[src/rtl/key_code_decoder_10_to_4.sv]
// key_code_decoder_10_to_4
//
// Receive-side decoder for the 10-to-4 active-low keypad priority encoder.
// The asynchronous 4-bit code from the encoder pins is synchronized and
// debounced. It is then expanded back into a 9-line active-low one-hot bus
// that follows the held key. Each debounced press is also reported once,
// as a value 1..9, through a single-entry valid/ready slot.
//
// Parameters
//   DEBOUNCE_CYCLES  consecutive stable synchronized samples needed to confirm
//                    a press or a release (1..65535)
//
// Ports
//   clk      in   1  system clock, rising edge
//   rst      in   1  asynchronous active-high reset
//   Y_n      in   4  active-low code {Y3_n,Y2_n,Y1_n,Y0_n}; 4'b1111 = no key
//   D_n      out  9  active-low one-hot of the held key (bit k <-> Ak_n)
//   key_val  out  4  reported key value 1..9
//   key_vld  out  1  key_val valid, held until accepted
//   key_rdy  in   1  consumer accepts when key_vld & key_rdy
//   err      out  1  one-cycle pulse: an illegal code was confirmed
//   ovr      out  1  one-cycle pulse: a confirmed press was dropped (slot full)

module key_code_decoder_10_to_4 #(
  parameter int DEBOUNCE_CYCLES = 4
) (
  input  logic       clk,
  input  logic       rst,
  input  logic [3:0] Y_n,
  output logic [8:0] D_n,
  output logic [3:0] key_val,
  output logic       key_vld,
  input  logic       key_rdy,
  output logic       err,
  output logic       ovr
);

  localparam logic [15:0] CNT_LAST = 16'(DEBOUNCE_CYCLES - 1);
  localparam logic [3:0]  NO_KEY   = 4'b1111;
  localparam logic [8:0]  ALL_OFF  = 9'h1FF;

  typedef enum logic [1:0] {
    IDLE = 2'd0,
    DEB  = 2'd1,
    HELD = 2'd2,
    REL  = 2'd3
  } state_t;

  state_t      state;
  state_t      state_nxt;
  logic [3:0]  sync_p0;
  logic [3:0]  sync_p1;
  logic [3:0]  code;
  logic [3:0]  cand;
  logic [3:0]  cand_nxt;
  logic [15:0] cnt;
  logic [15:0] cnt_nxt;
  logic [8:0]  d_n_nxt;
  logic [3:0]  key_val_nxt;
  logic        key_vld_nxt;
  logic        err_nxt;
  logic        ovr_nxt;
  logic        confirm;
  logic [3:0]  v_cand;
  logic        accept;
  logic        slot_free;

  // Active-low one-hot for key value v: key v lives on line 9-v.
  function automatic logic [8:0] onehot_low(input logic [3:0] v);
    logic [3:0] k;
    k = 4'd9 - v;
    return ~(9'd1 << k);
  endfunction

  // Only values 1..9 are produced by a healthy encoder; 0 means idle.
  function automatic logic is_legal(input logic [3:0] v);
    return (v != 4'd0) && (v <= 4'd9);
  endfunction

  // Stage p0/p1: two-flop synchronizer on the asynchronous encoder pins.
  always_ff @(posedge clk or posedge rst) begin
    if (rst) begin
      sync_p0 <= NO_KEY;
      sync_p1 <= NO_KEY;
    end else begin
      sync_p0 <= Y_n;
      sync_p1 <= sync_p0;
    end
  end

  assign code      = sync_p1;
  assign v_cand    = ~cand;
  assign accept    = key_vld & key_rdy;
  // An acceptance in the same cycle frees the slot for a new confirm.
  assign slot_free = ~key_vld | accept;

  // Debounce state machine and output-slot update.
  always_comb begin
    state_nxt   = state;
    cand_nxt    = cand;
    cnt_nxt     = cnt;
    d_n_nxt     = D_n;
    key_val_nxt = key_val;
    key_vld_nxt = key_vld & ~key_rdy;
    err_nxt     = 1'b0;
    ovr_nxt     = 1'b0;
    confirm     = 1'b0;

    case (state)
      IDLE: begin
        if (code != NO_KEY) begin
          cand_nxt  = code;
          cnt_nxt   = 16'd0;
          state_nxt = DEB;
        end
      end

      DEB: begin
        if (code == cand) begin
          if (cnt == CNT_LAST) begin
            confirm   = 1'b1;
            state_nxt = HELD;
          end else begin
            cnt_nxt = cnt + 16'd1;
          end
        end else if (code == NO_KEY) begin
          state_nxt = IDLE;
        end else begin
          cand_nxt = code;
          cnt_nxt  = 16'd0;
        end
      end

      HELD: begin
        if (code == NO_KEY) begin
          cnt_nxt   = 16'd0;
          state_nxt = REL;
        end else if (code != cand) begin
          // Roll-over to a different key: debounce it as a fresh press.
          cand_nxt  = code;
          cnt_nxt   = 16'd0;
          state_nxt = DEB;
        end
      end

      REL: begin
        if (code == NO_KEY) begin
          if (cnt == CNT_LAST) begin
            d_n_nxt   = ALL_OFF;
            state_nxt = IDLE;
          end else begin
            cnt_nxt = cnt + 16'd1;
          end
        end else if (code == cand) begin
          // The release was only a bounce of the same key.
          state_nxt = HELD;
        end else begin
          d_n_nxt   = ALL_OFF;
          cand_nxt  = code;
          cnt_nxt   = 16'd0;
          state_nxt = DEB;
        end
      end

      default: begin
        state_nxt = IDLE;
      end
    endcase

    if (confirm) begin
      if (is_legal(v_cand)) begin
        // The bus always follows the held key, even if the report is dropped.
        d_n_nxt = onehot_low(v_cand);
        if (slot_free) begin
          key_val_nxt = v_cand;
          key_vld_nxt = 1'b1;
        end else begin
          ovr_nxt = 1'b1;
        end
      end else begin
        err_nxt = 1'b1;
      end
    end
  end

  // Stage p2: registered control state and outputs.
  always_ff @(posedge clk or posedge rst) begin
    if (rst) begin
      state   <= IDLE;
      cand    <= NO_KEY;
      cnt     <= 16'd0;
      D_n     <= ALL_OFF;
      key_val <= 4'd0;
      key_vld <= 1'b0;
      err     <= 1'b0;
      ovr     <= 1'b0;
    end else begin
      state   <= state_nxt;
      cand    <= cand_nxt;
      cnt     <= cnt_nxt;
      D_n     <= d_n_nxt;
      key_val <= key_val_nxt;
      key_vld <= key_vld_nxt;
      err     <= err_nxt;
      ovr     <= ovr_nxt;
    end
  end

endmodule

[config.mk]
export PLATFORM = sky130hd
export DESIGN_NAME = key_code_decoder_10_to_4
export DESIGN_NICKNAME = d
export VERILOG_FILES = /design/src/rtl/key_code_decoder_10_to_4.sv
export SDC_FILE = /design/constraint.sdc
export NUM_CORES = 1
export LEC_CHECK = 0
export ABC_AREA = 1
export ABC_CLOCK_PERIOD_IN_PS = 1860
export CAP_MARGIN = 20
export CELL_PAD_IN_SITES_DETAIL_PLACEMENT = 2
export CELL_PAD_IN_SITES_GLOBAL_PLACEMENT = 2
export CORE_MARGIN = 2
export CORE_UTILIZATION = 36
export DETAILED_ROUTE_END_ITERATION = 16
export DONT_BUFFER_PORTS = 1
export PLACE_DENSITY = 0.85
export SYNTH_ARGS = -nofsm -noshare
export SYNTH_HDL_FRONTEND = slang
export SYNTH_SLANG_ARGS = --single-unit
[constraint.sdc]
create_clock -name clk -period 1.86 [get_ports clk]
set_input_delay 0.465 -clock clk [delete_from_list [all_inputs] [get_ports clk]]
set_output_delay 0.465 -clock clk [all_outputs]
set_load 0.1 [all_outputs]
==> results of run 1 <==
[cells by family after synthesis]
logic type               after synthesis  synth area share, %
AND/OR/NAND/NOR                      256                 41.7
buffers and inverters                 60                 9.08
flip-flops                            46                 42.7
AO/OA/AOI/OAI                         18                 3.63
XOR/XNOR                               6                 1.91
adder cells (fa/ha/maj)                2                0.908
[per-layer routing]
metal	vias up	GRT usage, %	wire length (microns)
li1	1323	-	-
met1	1515	34.7	5210
met2	78	45.5	6000
met3	28	4.07	395
met4	0	7.58	357
met5	-	0	0
[state kept, by name, summed over array words and instances (netlist names)]
signal and cells:
cand 4, sync_p0 4, cnt 16, err 1
ovr 1, code 4, key_vld 1, state 2
key_val 4, D_n 9
[stage by stage]
step	cells	worst slack, ps	area (sq um)
5_1_grt	537	-219	3500
2_1_floorplan	388	231	2760
6_report	537	-101	3500
4_1_cts	524	-22.8	3240
3_5_place_dp	508	-126	3070
3_3_place_gp	508	1.60	3070
[where the power goes]
part	total, uW	switching (uW)	internal, uW
clock network	665	398	267
registers	2080	848	1230
logic	679	440	239
total	3430	1690	1740
[worst reg2reg max path, cell delays in order, from the launching register on]
cell     delay (ps)
dfstp_2         570
inv_1            60
nand2_1         110
nand2_2          90
inv_1            80
nand2_2          70
nor2_4          160
nand2_4         100
nor2_4          190
nand2_4         140
inv_8           110
nor2_1           60
nor2_1          160
[how the worst max path moves through the flow]
stage / startpoint / depth (start not counted) / endpoint
final: code[3] / 12 / D_n[2]
after global routing: code[3] / 12 / D_n[2]
after CTS: code[2] / 11 / key_val[3]
after detailed placement: cnt[0] / 9 / D_n[3]
after global placement: cnt[0] / 9 / D_n[2]
after floorplan: cand[0] / 11 / cnt[4]
[layout make-up]
class,instances,area share (%)
Clock buffer,6,2.08
Clock inverter,2,0.394
Inverter,52,5.80
Multi-Input combinational cell,282,42.5
Sequential cell,46,33.8
Tap cell,99,3.54
Timing Repair Buffer,50,11.9
[what timing repair did]
| action | 4_1_cts | 5_1_grt |
|---|---|---|
| setup buffers | 8 | 14 |
| cloned | 0 | 0 |
| endpoints found under the setup margin | 18 | 35 |
| pin swaps | 1 | 14 |
| gates resized for setup | 7 | 56 |
[layout by cell type, fill, tap and decap left out, types with 6 or more instances in the layout]
cell     count
nand2_2     15
nor2_1      38
inv_1       45
dfrtp_1     21
nand2_1    116
nand3_1     33
buf_4       44
inv_2        6
dfstp_2     21
nor2_2       6
nor2_4       9
nand4_1     20
==> impl_metrics.toml, run 1 <==
[status]
status = "finished, violations left"
violations = "setup timing"

[sta]
drv_slew = 0
postLayoutSetupSlackWorst_ps = -101
worst_slew_pin_slew_ps = 518
rsz0062_at_grt = "true"
min_period_over_period_pct = 105
finalHoldViolCount = 0
fin_skew_ps = 14.6
setup_viol = 13
tns_ps = -500
fin_crit_ps = 1960
hold_slack_ps = 56.7
maxSlewHeadroom_pct = 65.5
fmax_mhz = 510

[floorplan]
core_area_sq_mm = 0.00733
die_h_microns = 91.5
start_util_pct = 37.6
row_count = 31
die_w_microns = 91.5
die-area_sq_mm = 0.00837
pin_count = 23

[yosys]
async_flop_share_pct = 100
avgSynthCellArea_sq_um = 7.10
yosysWarnings = 0
synthTopCellsByCount = "131 x nand2_1, 49 x inv_1, 46 x nor2_1"
syn_nets = 397
yosys.cell_types.count = 32
synth.area.top_cells = "dfrtp_1 23%, dfstp_2 20%, nand2_1 18%"
synth_edf_count = 0
yosys.area.top_type = "dfrtp_1"
synth_most_common_cell = "nand2_1"
ys.flop_type = "dfrtp_1"
synth_top_area_share_pct = 22.7
ys_seq_elements = 46
yosysSeqAreaShare_pct = 42.7
netlist_instances = 388
synthesis.area_sq_mm = 0.00276

[global_routing]
grt_pass1_wl_mm = 17.4
overflow = 0
antenna_found_initial = 0
grt_pass1_vias = 3262
grt.total_usage_pct = 26.6
grt_max_degree = 47

[final_layout]
synthToLayoutAreaGrowth_pct = 26.9
fillerInstances = 844
n_antenna_cell = 0
regArea_sq_mm = 0.00118
drive_above_1_share_pct = 30.8
multi_input_area_sq_mm = 0.00149
final_net_count = 446
post-route-util_pct = 47.7

[critical_path]
cpMaxStageDelayCell = "dfstp_2"
r2r-start = "code[3]"
arrival_ps = 2210
cp-end-kind = "flop"
crit_required_ps = 2110
r2r-end = "D_n[2]"
path_class = "reg2reg"
startpoint_type = "flop"
critical_path_buf_inv_count = 3
r2r_slack_ps = -100
crit_family = "simple AND/OR/NAND/NOR gates"
crit_fanout = 9
slowest_delay_ps = 570
r2r_cells = 12
cp_cell_sequence = "inv_1 -> nand2_1 -> nand2_2 -> inv_1 -> nand2_2 -> nor2_4 -> nand2_4 -> nor2_4 -> nand2_4 -> inv_8 -> nor2_1 -> nor2_1"

[worst_hold_path]
hold_path_class = "in2async"

[place]
place_hpwl_mm = 6.92
io_buffers = 0
routabilityCongestion = 0.819

[route]
wirelength_mm = 12.0
antenna_left = 0
dr.pass1.iters = 4
vias = 2944
drt_iter0_markers = 118
drcViolationCount = 0
routedWlPerCell_microns = 22.3
drt-vias-per-instance = 5.48

[clocking]
cts_buffer_depth = 2
cts_sinks = 46
cts_root_buf = "clkbuf_8"
clk_pin_slew_ps = 100
cts_buffers = 5
cts_tree = "built"
clock_latency_ps = 320
htreeDepth = 2
hold_buffers = 0

[pwr]
power_uw = 3430
p_leak_uw = 0.00174
vdd_drop_max_mv = 0.517
power_density_mw_per_mm2 = 980

[run]
cap_violations = 0
Note: power is estimated with default switching activity, not from simulation.
==> run 2: changes to the inputs <==
--- a/config.mk
+++ b/config.mk
@@ -12,6 +12,7 @@
 export CELL_PAD_IN_SITES_GLOBAL_PLACEMENT = 2
 export CORE_MARGIN = 2
 export CORE_UTILIZATION = 36
+export CTS_CLUSTER_DIAMETER = 200
 export DETAILED_ROUTE_END_ITERATION = 16
 export DONT_BUFFER_PORTS = 1
 export PLACE_DENSITY = 0.85
==> results of run 2 <==
No change in the layout: final DEF, timing and power equal those of run 1.
==> run 3: changes to the inputs <==
--- a/config.mk
+++ b/config.mk
@@ -15,6 +15,7 @@
 export CTS_CLUSTER_DIAMETER = 200
 export DETAILED_ROUTE_END_ITERATION = 16
 export DONT_BUFFER_PORTS = 1
+export MAX_ROUTING_LAYER = met4
 export PLACE_DENSITY = 0.85
 export SYNTH_ARGS = -nofsm -noshare
 export SYNTH_HDL_FRONTEND = slang
==> run 3 against run 2 <==
Against the previous run: total power fell by 0.26%; largest cell class unchanged; the flow still finishes with violations (setup timing); non-clock buffer count unchanged; critical endpoint unchanged; cell area decreased by 0.11%.
==> impl_metrics.toml, run 3 (synthesized netlist as in run 1, its figures left out) <==
[place]
place_hpwl_mm = 6.92
routabilityCongestion = 0.831
io_buffers = 0
pre_cts_ws_ps = -126

[final_layout]
layout_commonest_cell = "nand2_1"
mostFrequentLayoutCells = "117 x nand2_1, 45 x inv_1, 44 x buf_4"
reg.largest.list = "cnt (16), D_n (9)"
largest_reg_flops = 16
n_antenna_cell = 0
synthToLayoutAreaGrowth_pct = 26.7
final_net_count = 446
drive_above_1_share_pct = 30.4
largest-register = "cnt"
fillerInstances = 846

[route]
drt_iter0_markers = 119
wirelength_mm = 11.8
dr.pass1.iters = 4
antenna_left = 0
drt-vias-per-instance = 5.47
vias = 2939
routedWlPerCell_microns = 22.0
drcViolationCount = 0

[clocking]
cts_tree = "built"
cts_root_buf = "clkbuf_8"
clock_latency_ps = 320
cts_buffer_depth = 2
htreeDepth = 2
cts_sinks = 46
cts_buffers = 5
hold_buffers = 0
clk_pin_slew_ps = 100

[critical_path]
r2r-end = "D_n[2]"
startpoint_type = "flop"
path_class = "reg2reg"
r2r_slack_ps = -100
cp-end-kind = "flop"
arrival_ps = 2210
r2r_cells = 12
crit_fanout = 9
r2r-start = "code[2]"
crit_required_ps = 2110

[sta]
tns_ps = -567
drv_slew = 0
worst_slew_pin_slew_ps = 519
fmax_mhz = 509
setup_viol = 13
rsz0062_at_grt = "true"
finalHoldViolCount = 0
fin_skew_ps = 13.8
postLayoutSetupSlackWorst_ps = -105
fin_crit_ps = 1960
maxSlewHeadroom_pct = 65.4
min_period_over_period_pct = 106

[floorplan]
die_w_microns = 91.5
pin_count = 23
die_h_microns = 91.5
row_count = 31
die-area_sq_mm = 0.00837
start_util_pct = 37.6
core_area_sq_mm = 0.00733

[worst_hold_path]
hold_path_class = "in2async"

[global_routing]
antenna_found_initial = 0
grt_max_degree = 47
overflow = 0
grt_pass1_vias = 3248
grt_use_met3_pct = 4.07
grt_use_met2_pct = 45.4
grt_use_met1_pct = 34.9
grt.total_usage_pct = 27.4
grt_pass1_wl_mm = 17.4
grt_busiest_layer = "met2"

[status]
violations = "setup timing"
status = "finished, violations left"

[pwr]
power_density_mw_per_mm2 = 979
p_leak_uw = 0.00174
vdd_drop_max_mv = 0.510

[run]
cap_violations = 0
==> run 3: cell count changes in the layout (fill, tap and decap cells not counted) <==
cell,change
dfrtp_2,-1
nand2_2,-1
dfrtp_1,+1
nand2_1,+1
==> run 3: worst max-delay path, cell delays in order, from the launching register on <==
cell and delay (ps):
dfstp_2 580, inv_1 70, nand2_1 80, nand2_1 100
inv_2 80, nand2_2 60, nor2_4 160, nand2_4 100
nor2_4 200, nand2_4 140, inv_8 120, nor2_1 60
nor2_1 160
==> run 3: final cells by class <==
type / count / area [sq um] / share of cell area [%]
Multi-Input combinational cell: 282 / 1480 / 42.5
Sequential cell: 46 / 1180 / 33.8
Timing Repair Buffer: 50 / 415 / 11.9
Inverter: 52 / 203 / 5.80
Tap cell: 99 / 124 / 3.55
Clock buffer: 6 / 72.6 / 2.08
Clock inverter: 2 / 13.8 / 0.394
==> run 3: power by group <==
part	switching, uW	leakage, uW	internal, uW
registers	847	0.000561	1230
clock network	398	0.0000452	267
logic	433	0.00114	238
total	1680	0.00174	1740
==> run 3: stage by stage <==
stage	cells	cell area, sq um	hold slack (ps)	util (%)	total power (uW)
floorplan	388	2760	345	-	2410
CTS	524	3240	77.1	44.1	3290
detailed placement	508	3070	348	41.8	2600
global route	537	3490	77.7	47.6	3560
finish	537	3490	59.6	47.6	3420
global placement	508	3070	346	41.8	2550
==> run 3: worst max-delay path by stage <==
stage                     startpoint          to  cells after the start
after CTS                    code[2]  key_val[3]                     11
after global routing         code[2]      D_n[2]                     12
after detailed placement      cnt[0]      D_n[3]                      9
final                        code[2]      D_n[2]                     12
after floorplan              cand[0]      cnt[4]                     11
after global placement        cnt[0]      D_n[2]                      9
==> run 3: repair_timing <==
| item | in CTS | in global routing |
|---|---|---|
| pin swaps | 1 | 14 |
| setup endpoints to repair | 18 | 35 |
| gates resized for setup | 7 | 54 |
| setup buffers | 8 | 14 |
==> run 3: routing by layer <==
| metal | up-vias | share of wire, % |
|---|---|---|
| met3 | 26 | 3.0 |
| li1 | 1323 | - |
| met4 | 0 | 2.5 |
| met5 | - | 0 |
| met1 | 1505 | 44 |
| met2 | 85 | 50 |
